<file path="src/rtl/noc_cfg_scheduler_if.sv">
// Request/mesh-side bundle for noc_cfg_scheduler: requester handshake, mesh
// completion/inhibit inputs, per-processor configure buses and done reporting.
interface noc_cfg_scheduler_if #(
    parameter int NUM_PROC = 4,
    parameter int CFG_W    = 11
);
    localparam int GW = $clog2(NUM_PROC);

    logic [NUM_PROC-1:0]       req_valid;
    logic [NUM_PROC*CFG_W-1:0] req_cfg;
    logic [NUM_PROC-1:0]       req_ready;
    logic                      block_all_paths;
    logic [NUM_PROC-1:0]       processor_ready_signals;
    logic [NUM_PROC*CFG_W-1:0] p_configure;
    logic                      busy;
    logic                      done;
    logic [GW-1:0]             done_id;
    logic [1:0]                done_status;

    modport master (
        output req_valid, req_cfg, block_all_paths, processor_ready_signals,
        input  req_ready, p_configure, busy, done, done_id, done_status
    );

    modport slave (
        input  req_valid, req_cfg, block_all_paths, processor_ready_signals,
        output req_ready, p_configure, busy, done, done_id, done_status
    );
endinterface

</file>
<file path="src/rtl/noc_cfg_scheduler.sv">
// Round-robin serialiser of path-configuration words onto the mesh configure buses.
// Optional DRIVE timeout abort built only when NOC_CFG_SCHED_TIMEOUT_EN is defined.
module noc_cfg_scheduler #(
    parameter int NUM_PROC = 4,
    parameter int CFG_W    = 11,
    parameter int TIMEOUT  = 64
) (
    input  logic                 clock,
    input  logic                 reset,
    noc_cfg_scheduler_if.slave   bus
);
    localparam int GW = $clog2(NUM_PROC);

    localparam logic [1:0] S_IDLE    = 2'd0;
    localparam logic [1:0] S_DRIVE   = 2'd1;
    localparam logic [1:0] S_RELEASE = 2'd2;

    localparam logic [1:0] ST_OK      = 2'd0;
    localparam logic [1:0] ST_BLOCKED = 2'd1;
    localparam logic [1:0] ST_TIMEOUT = 2'd2;

    logic [1:0]                state_q, state_d;
    logic [GW-1:0]             grant_q, grant_d;
    logic [GW-1:0]             last_q, last_d;
    logic [NUM_PROC*CFG_W-1:0] pcfg_q, pcfg_d;
    logic                      busy_q, busy_d;
    logic                      done_q, done_d;
    logic [GW-1:0]             done_id_q, done_id_d;
    logic [1:0]                status_q, status_d;

    logic [GW-1:0]             win, idx;
    logic                      found;
    logic                      accept;
    logic                      tmo_hit;

    if (TIMEOUT < 2) begin : g_timeout_too_small
    end

    // Scan upward from last_grant+1; power-of-two NUM_PROC makes the wrap free.
    always_comb begin
        win   = '0;
        idx   = '0;
        found = 1'b0;
        for (int k = 0; k < NUM_PROC; k++) begin
            idx = last_q + GW'(k + 1);
            if (!found && bus.req_valid[idx]) begin
                win   = idx;
                found = 1'b1;
            end
        end
    end

    assign bus.req_ready = (state_q == S_IDLE && !bus.block_all_paths && found)
                         ? (NUM_PROC'(1) << win) : '0;
    assign accept = |(bus.req_valid & bus.req_ready);

`ifdef NOC_CFG_SCHED_TIMEOUT_EN
    localparam int TW = $clog2(TIMEOUT);
    logic [TW-1:0] cnt_q;

    assign tmo_hit = (cnt_q == TW'(TIMEOUT - 1));

    always_ff @(posedge clock or posedge reset) begin
        if (reset)                   cnt_q <= '0;
        else if (accept)             cnt_q <= '0;
        else if (state_q == S_DRIVE) cnt_q <= cnt_q + TW'(1);
    end
`else
    assign tmo_hit = 1'b0;
`endif

    always_comb begin
        state_d   = state_q;
        grant_d   = grant_q;
        last_d    = last_q;
        pcfg_d    = pcfg_q;
        done_d    = 1'b0;
        done_id_d = done_id_q;
        status_d  = status_q;
        case (state_q)
            S_IDLE: begin
                if (accept) begin
                    state_d = S_DRIVE;
                    grant_d = win;
                    pcfg_d  = '0;
                    pcfg_d[int'(win)*CFG_W +: CFG_W] = bus.req_cfg[int'(win)*CFG_W +: CFG_W];
                end
            end
            S_DRIVE: begin
                // Block outranks ready, ready outranks timeout.
                if (bus.block_all_paths || bus.processor_ready_signals[grant_q] || tmo_hit) begin
                    state_d   = S_RELEASE;
                    pcfg_d    = '0;
                    done_d    = 1'b1;
                    done_id_d = grant_q;
                    last_d    = grant_q;
                    if (bus.block_all_paths)                       status_d = ST_BLOCKED;
                    else if (bus.processor_ready_signals[grant_q]) status_d = ST_OK;
                    else                                           status_d = ST_TIMEOUT;
                end
            end
            default: state_d = S_IDLE;
        endcase
        busy_d = (state_d != S_IDLE);
    end

    always_ff @(posedge clock or posedge reset) begin
        if (reset) begin
            state_q   <= S_IDLE;
            grant_q   <= '0;
            last_q    <= GW'(NUM_PROC - 1);
            pcfg_q    <= '0;
            busy_q    <= 1'b0;
            done_q    <= 1'b0;
            done_id_q <= '0;
            status_q  <= ST_OK;
        end else begin
            state_q   <= state_d;
            grant_q   <= grant_d;
            last_q    <= last_d;
            pcfg_q    <= pcfg_d;
            busy_q    <= busy_d;
            done_q    <= done_d;
            done_id_q <= done_id_d;
            status_q  <= status_d;
        end
    end

    assign bus.p_configure = pcfg_q;
    assign bus.busy        = busy_q;
    assign bus.done        = done_q;
    assign bus.done_id     = done_id_q;
    assign bus.done_status = status_q;
endmodule

</file>
<file path="src/flat_wrapper.sv">
// flat-port wrapper written by rule: the top's interface ports become plain ports
module noc_cfg_scheduler_flat 
#(
    parameter int NUM_PROC = 4,
    parameter int CFG_W    = 11,
    parameter int TIMEOUT  = 64
)
  (clock, reset, bus_req_valid, bus_req_cfg, bus_block_all_paths, bus_processor_ready_signals, bus_req_ready, bus_p_configure, bus_busy, bus_done, bus_done_id, bus_done_status);
  noc_cfg_scheduler_if #(.NUM_PROC(NUM_PROC), .CFG_W(CFG_W)) bus_i ();
  input  logic clock;
  input  logic reset;
  input wire logic [$bits(bus_i.req_valid)-1:0] bus_req_valid;
  input wire logic [$bits(bus_i.req_cfg)-1:0] bus_req_cfg;
  input wire logic [$bits(bus_i.block_all_paths)-1:0] bus_block_all_paths;
  input wire logic [$bits(bus_i.processor_ready_signals)-1:0] bus_processor_ready_signals;
  output wire logic [$bits(bus_i.req_ready)-1:0] bus_req_ready;
  output wire logic [$bits(bus_i.p_configure)-1:0] bus_p_configure;
  output wire logic [$bits(bus_i.busy)-1:0] bus_busy;
  output wire logic [$bits(bus_i.done)-1:0] bus_done;
  output wire logic [$bits(bus_i.done_id)-1:0] bus_done_id;
  output wire logic [$bits(bus_i.done_status)-1:0] bus_done_status;
  assign bus_i.req_valid = bus_req_valid;
  assign bus_i.req_cfg = bus_req_cfg;
  assign bus_i.block_all_paths = bus_block_all_paths;
  assign bus_i.processor_ready_signals = bus_processor_ready_signals;
  assign bus_req_ready = bus_i.req_ready;
  assign bus_p_configure = bus_i.p_configure;
  assign bus_busy = bus_i.busy;
  assign bus_done = bus_i.done;
  assign bus_done_id = bus_i.done_id;
  assign bus_done_status = bus_i.done_status;
  noc_cfg_scheduler #(.NUM_PROC(NUM_PROC), .CFG_W(CFG_W), .TIMEOUT(TIMEOUT)) u_core (.clock(clock), .reset(reset), .bus(bus_i));
endmodule
</file>
<file path="config.mk">
export PLATFORM = sky130hd
export DESIGN_NAME = noc_cfg_scheduler_flat
export DESIGN_NICKNAME = d
export VERILOG_FILES = /design/src/rtl/noc_cfg_scheduler_if.sv /design/src/rtl/noc_cfg_scheduler.sv /design/src/flat_wrapper.sv
export SDC_FILE = /design/constraint.sdc
export NUM_CORES = 1
export LEC_CHECK = 0
export CAP_MARGIN = 10
export CORE_ASPECT_RATIO = 1.4
export CORE_MARGIN = 10
export CORE_UTILIZATION = 45
export DETAILED_ROUTE_END_ITERATION = 8
export GPL_TIMING_DRIVEN = 0
export PLACE_DENSITY = 0.85
export SETUP_SLACK_MARGIN = 0.02
export SLEW_MARGIN = 20
export SYNTH_ARGS = -nofsm -noshare
export SYNTH_HDL_FRONTEND = slang
export SYNTH_SLANG_ARGS = --single-unit
</file>
<file path="constraint.sdc">
create_clock -name clock -period 2.92 [get_ports clock]
set_input_delay 0.438 -clock clock [delete_from_list [all_inputs] [get_ports clock]]
set_output_delay 0.438 -clock clock [all_outputs]
set_load 0.05 [all_outputs]
</file>
* Word level (Yosys, flattened, before mapping)
Index checks and enable logic that the tools add are counted.
Cells by class: add/sub/neg operators 4, $mul 1, order comparisons 5, equal/unequal tests 3, shift-type cells 4, mux-type cells 29, bitwise logic cells 2, reductions and logical operators 17
Operator list (count):
- 44-bit two-way mux | 2
- 44-bit one-hot mux with 2 select lines | 1
- 44-bit AND | 1
- 11-bit by 33-bit variable shift with 44-bit output, first input constant | 1
- 11-bit by 33-bit indexed part select with 44-bit output | 1
- 44-bit by 32-bit indexed part select with 11-bit output | 1
- 32-bit negator with 33-bit output | 1
- 2-bit two-way mux | 8
- 2-bit by 3-bit < comparator with 1-bit output, second input constant | 5
- 1-bit two-way mux | 11
- 1-bit binary-select mux with 2-bit select | 5
- 2-bit by 4-bit multiplier with 6-bit output, second input constant | 1
- 1-bit logical AND | 5
- 2-bit adder, second input constant | 2
- 4-bit AND | 1
- 1-bit zero test | 4
- 4-bit two-way mux | 1
- 2-bit by 1-bit inequality test with 1-bit output, second input constant | 2
- 2-bit one-hot mux with 2 select lines | 1
- 2-bit AND reduction | 2
- 2-bit nonzero test | 2
- 4-bit OR reduction | 1
- 1-bit by 2-bit left shift with 4-bit output, first input constant | 1
- 3-bit AND reduction | 1
- other kinds (4) | 4
Word-level totals: register bits 56, bits of input ports 55, output and inout port bits 54, logic and storage cells 73

* Longest topological paths before layout
depth in word-level cells 20, gate-level depth with buffers 8, gate-level depth less buffers 6

* Least setup slack after synthesis
OpenSTA, ideal clock, no wires.
kind flip-flop to flip-flop, start register u_core.last_q[0], end register u_core.pcfg_q[11], in the netlist u_core.bus.p_configure[11], data arrival time 1.950 ns, setup slack 0.847 ns, stages on the path, launching flop included 8, path buffers 1, period minus slack after synthesis 2.073 ns, cell sequence dfstp_2 -> clkbuf_1 -> inv_1 -> nand2_1 -> o21ai_0 -> nand3_1 -> clkinv_1 -> a22o_1
Between the ends: word-level cells in the longest chain between the ends 19, elaborated cells on any way between the ends 40, those cells by class add/sub: 4; mul: 1; eq/ne: 1; shift: 4; mux: 19; bitwise: 2; reduce/logical: 9
Ends and longest elaborated chain:
- start: declaration | RTL line noc_cfg_scheduler.sv:24 | logic [GW-1:0] last_q, last_d;
- start signal: assignment | RTL line noc_cfg_scheduler.sv:111 | last_q <= GW'(NUM_PROC - 1);
- start signal: assignment | RTL line noc_cfg_scheduler.sv:120 | last_q <= last_d;
- 2-bit by 1-bit adder with 2-bit output | RTL line noc_cfg_scheduler.sv:45 | idx = last_q + GW'(k + 1);
- 1-bit binary-select mux with 2-bit select | RTL line noc_cfg_scheduler.sv:46 | if (!found && bus.req_valid[idx]) begin
- 1-bit two-way mux (not written as such) | RTL line noc_cfg_scheduler.sv:46
- 1-bit two-way mux | RTL line noc_cfg_scheduler.sv:46
- 1-bit zero test | RTL line noc_cfg_scheduler.sv:46
- 1-bit logical AND | RTL line noc_cfg_scheduler.sv:46
- 1-bit two-way mux | RTL line noc_cfg_scheduler.sv:46
- 1-bit zero test | RTL line noc_cfg_scheduler.sv:46
- (+4 left out)
- 2-bit two-way mux / 1-bit two-way mux (equally long branches) | RTL line noc_cfg_scheduler.sv:46
- 1-bit by 2-bit left shift with 4-bit output / 1-bit logical AND (equally long branches) | RTL line noc_cfg_scheduler.sv:54, noc_cfg_scheduler.sv:53
- 4-bit two-way mux (*) | RTL line noc_cfg_scheduler.sv:54 | ? (NUM_PROC'(1) << win) : '0;
- via bus_req_ready[1] | RTL line flat_wrapper.sv:16 | output wire logic [$bits(bus_i.req_ready)-1:0] bus_req_ready;
- 4-bit AND (*) | RTL line noc_cfg_scheduler.sv:55 | assign accept = |(bus.req_valid & bus.req_ready);
- 4-bit OR reduction (*) | RTL line noc_cfg_scheduler.sv:55
- 2-bit by 1-bit inequality test with 1-bit output (no source line) (*)
- 3-bit AND reduction (no source line) (*)
- end signal: assignment | RTL line noc_cfg_scheduler.sv:121 | pcfg_q <= pcfg_d;
- end: declaration | RTL line noc_cfg_scheduler.sv:25 | logic [NUM_PROC*CFG_W-1:0] pcfg_q, pcfg_d;
Mark *: on every way through the listed nets, which the timed path passes. The rest lies on a longest branch. The select of a mux whose other input is x is not followed. A chain may end at the register's enable or synchronous reset.

* Worst setup path after layout
start input port bus_req_valid[0], end output port bus_req_ready[3]
Between the ends: word-level cells in the longest chain between the ends 14, elaborated cells on any way between the ends 25, those cells by class shift: 1; mux: 17; reduce/logical: 7
Ends and longest elaborated chain:
- start: declaration | RTL line flat_wrapper.sv:12 | input wire logic [$bits(bus_i.req_valid)-1:0] bus_req_valid;
- 1-bit binary-select mux with 2-bit select | RTL line noc_cfg_scheduler.sv:46
- 1-bit two-way mux (not written as such) | RTL line noc_cfg_scheduler.sv:46
- 1-bit two-way mux | RTL line noc_cfg_scheduler.sv:46
- 1-bit zero test | RTL line noc_cfg_scheduler.sv:46
- 1-bit logical AND | RTL line noc_cfg_scheduler.sv:46
- 1-bit two-way mux | RTL line noc_cfg_scheduler.sv:46
- 1-bit zero test | RTL line noc_cfg_scheduler.sv:46
- 1-bit logical AND | RTL line noc_cfg_scheduler.sv:46
- 1-bit two-way mux | RTL line noc_cfg_scheduler.sv:46
- 1-bit zero test | RTL line noc_cfg_scheduler.sv:46
- 1-bit logical AND | RTL line noc_cfg_scheduler.sv:46
- 2-bit two-way mux / 1-bit two-way mux (equally long branches) | RTL line noc_cfg_scheduler.sv:46
- 1-bit by 2-bit left shift with 4-bit output / 1-bit logical AND (equally long branches) | RTL line noc_cfg_scheduler.sv:54, noc_cfg_scheduler.sv:53
- 4-bit two-way mux (*) | RTL line noc_cfg_scheduler.sv:54
- end: declaration | RTL line flat_wrapper.sv:16
Every way passes the cells marked *; elsewhere a longest branch is shown, timed or not. The select of a mux whose other input is x is not followed.

==> impl_metrics.env <==
export IMPL_status="completed"
export IMPL_first_global_vias=2291
export IMPL_r2r_end="u_core.bus.p_configure[13]"
export IMPL_synth_top_area_cell="dfrtp_1"
export IMPL_cts_tree="yes"
export IMPL_hold_viol_final=0
export IMPL_num_rows=31
export IMPL_cap_violations=0
export IMPL_die_width_um=82.7
export IMPL_min_period_ps=2780
export IMPL_ys_warn_count=0
export IMPL_worst_pin_slew_ps=676
export IMPL_crit_arrival_ps=2340
export IMPL_cts_sinks=56
export IMPL_vias=2144
export IMPL_post_cts_resize_count=14
export IMPL_synth_flop_cell="dfrtp_1"
export IMPL_holdPathEnd="u_core.bus.done_status[1]"
export IMPL_dpl_instance_area_um2=3630
export IMPL_crit_path_start_kind="primary input"
export IMPL_fin_nets=369
export IMPL_worstPathMaxFanout=10
export IMPL_hold_path_class="register to register"
export IMPL_nFillCells=412
export IMPL_wl_per_cell_um=19.2
export IMPL_synth_top_area_share_pct=54.5
export IMPL_yosys_top_cells_area="dfrtp_1 (55%), a22o_1 (13%), mux2_2 (3.6%), nand3_1 (3.0%), o2bb2ai_1 (2.8%)"
export IMPL_insertion_delay_ps=310
export IMPL_slew_limit_headroom_pct=55.0
export IMPL_drv_slew=0
export IMPL_final_layout_size_suffix_gt1_share_pct=14.9
export IMPL_gp_congestion=0.856
export IMPL_dpl_hpwl_mm=5.66
export IMPL_die_area_um2=8920
export IMPL_wl_mm=7.32
export IMPL_synth_cell_types=41
export IMPL_final_area_um2=3730
export IMPL_clockBufferDepth=2
export IMPL_coreArea_um2=5280
export IMPL_power_density_nw_per_um2=1060
export IMPL_diodes=0
export IMPL_area_delta_synth_final_pct=50.3
export IMPL_synth_async_reset_ratio_pct=100
export IMPL_critPathKind="primary input to output port"
export IMPL_ioPinCount=109
export IMPL_holdBufCountCts=0
export IMPL_viasPerCell=5.63
export IMPL_fmax_mhz=360
export IMPL_required_ps=2480
export IMPL_min_delay_start="u_core.bus.done_status[1]"
export IMPL_avgSynthCellArea_um2=12.3
export IMPL_period_share_pct=95.2
export IMPL_cts_made_buffers=5
export IMPL_fin_util_pct=70.6
export IMPL_grt_max_degree=57
export IMPL_r2r_start="u_core.last_q[1]"
export IMPL_htree_levels=2
export IMPL_skew_ps=9.26
export IMPL_rrSetupSlack_ps=1020
export IMPL_p_leak_nw=1.62
export IMPL_mappedNetlistArea_um2=2480
export IMPL_port_buffers=107
export IMPL_ant_nets=0
export IMPL_grt_pass1_wl_mm=11.7
export IMPL_timing_final_ws_setup_ps=140
export IMPL_post_cts_buffers=0
export IMPL_synth_edf_count=0
export IMPL_postSynthCellCount=201
export IMPL_synth_nets=256
export IMPL_fin_tns_setup_ps=0
export IMPL_dr_first_iter_drc_count=84
export IMPL_drcViolationCount=0
export IMPL_power_total_mw=3.94
export IMPL_min_path_cells=1
export IMPL_place_ws_ps=-387
export IMPL_setup_viol=0
export IMPL_clkSlewWorstSetupHoldPaths_ps=100
export IMPL_r2r_cells=6
export IMPL_grtUsageTotal_pct=16.5
export IMPL_ys_ff_latch=56
export IMPL_grt_overflow_total=0
export IMPL_drt_first_pass_iters=4
export IMPL_ir_drop_mv=0.522
export IMPL_end_kind="output port"
export IMPL_grt_antenna_before_repair=0
export IMPL_root_buffer="clkbuf_8"
export IMPL_start_util_pct=47.0
export IMPL_seq_area_frac_synth_pct=56.6
export IMPL_die_h_um=108
export IMPL_rsz0062_at_grt="no"
-- Yosys cell counts, drive strengths merged, types with 2 or more instances --
library cell,instances
nor2,8
a31o,2
o21ai,11
mux2i,4
dfrtp,54
o2bb2ai,8
nand3,15
a21oi,5
nand2,9
buf,11
a22o,36
o221ai,2
inv,5
dfstp,2
clkinv,2
mux2,10
-- final cells by class --
type	instances	area, um^2	area share, %
Multi-Input combinational cell	126	958	25.7
Inverter	7	35.0	0.940
Buffer	11	93.8	2.52
Clock buffer	5	68.8	1.85
Clock inverter	3	26.3	0.705
Tap cell	66	82.6	2.22
Timing Repair Buffer	107	1060	28.4
Sequential cell	56	1400	37.7
-- state kept, by name (all words and copies together) (netlist names) --
register and count:
u_core.bus.busy 1, u_core.bus.done 1, u_core.bus.done_id 2, u_core.bus.done_status 2, u_core.bus.p_configure 44, u_core.grant_q 2, u_core.last_q 2, u_core.state_q 2
-- worst max-delay path by stage --
stage	from	to	slack, ps
finish	bus_req_valid[0]	bus_req_ready[3]	140
global route	bus_req_valid[0]	bus_req_ready[3]	60
CTS	bus_block_all_paths	bus_req_ready[2]	50
detailed placement	bus_block_all_paths	bus_req_ready[2]	-390
global placement	bus_block_all_paths	bus_req_ready[2]	-390
floorplan	u_core.last_q[0]	u_core.bus.p_configure[11]	850
-- power breakdown --
group	leakage (nW)	switching (mW)	internal (mW)
clock	0.0491	0.263	0.177
sequential	0.743	0.180	1.05
combinational	0.832	1.42	0.850
-- metal layers --
layer / vias up / global-route usage [%] / wire length, um
met2: 92 / 28.0 / 3630
met5: - / 0 / 0
met1: 1050 / 19.0 / 2880
met4: 0 / 5.76 / 133
li1: 990 / - / -
met3: 12 / 4.85 / 684
-- worst max-delay path, stage by stage --
cell and delay [ps]:
clkdlybuf4s50_1 550, nor2_2 260, a21oi_1 70, o22ai_1 140, and3_1 220, buf_2 250
clkdlybuf4s15_2 410
-- cell families (layout without fill, tap and decap cells) --
kind of cell    count (synthesis)  count (layout)  synth area share (%)
compound gates                 72              72                  23.4
flops                          56              56                  56.6
simple gates                   39              39                  7.47
buf+inv                        19             133                  5.10
mux                            15              15                  7.37
-- cell usage in the layout, fill, tap and decap left out, types with 2 or more instances in the layout --
| cell | instances |
|---|---|
| inv_1 | 3 |
| nand2_1 | 8 |
| clkdlybuf4s50_1 | 103 |
| nand3_1 | 15 |
| o21ai_1 | 2 |
| buf_4 | 3 |
| dfstp_2 | 2 |
| a22o_1 | 36 |
| mux2i_1 | 4 |
| dfrtp_1 | 54 |
| mux2_4 | 2 |
| o2bb2ai_1 | 8 |
| a31o_2 | 2 |
| buf_2 | 6 |
| o21ai_0 | 9 |
| nor2_2 | 2 |
| a21oi_1 | 4 |
| mux2_2 | 8 |
| nor2_1 | 6 |
| clkbuf_8 | 5 |
| inv_6 | 2 |
| inv_4 | 2 |
| buf_6 | 5 |
-- stage by stage --
| stage | std cells | hold slack, ps |
|---|---|---|
| floorplan | 201 | 457 |
| global placement | 374 | 469 |
| detailed placement | 374 | 471 |
| CTS | 382 | 499 |
| global route | 381 | 515 |
| finish | 381 | 490 |
No activity file was read; power rests on OpenSTA's default activity.
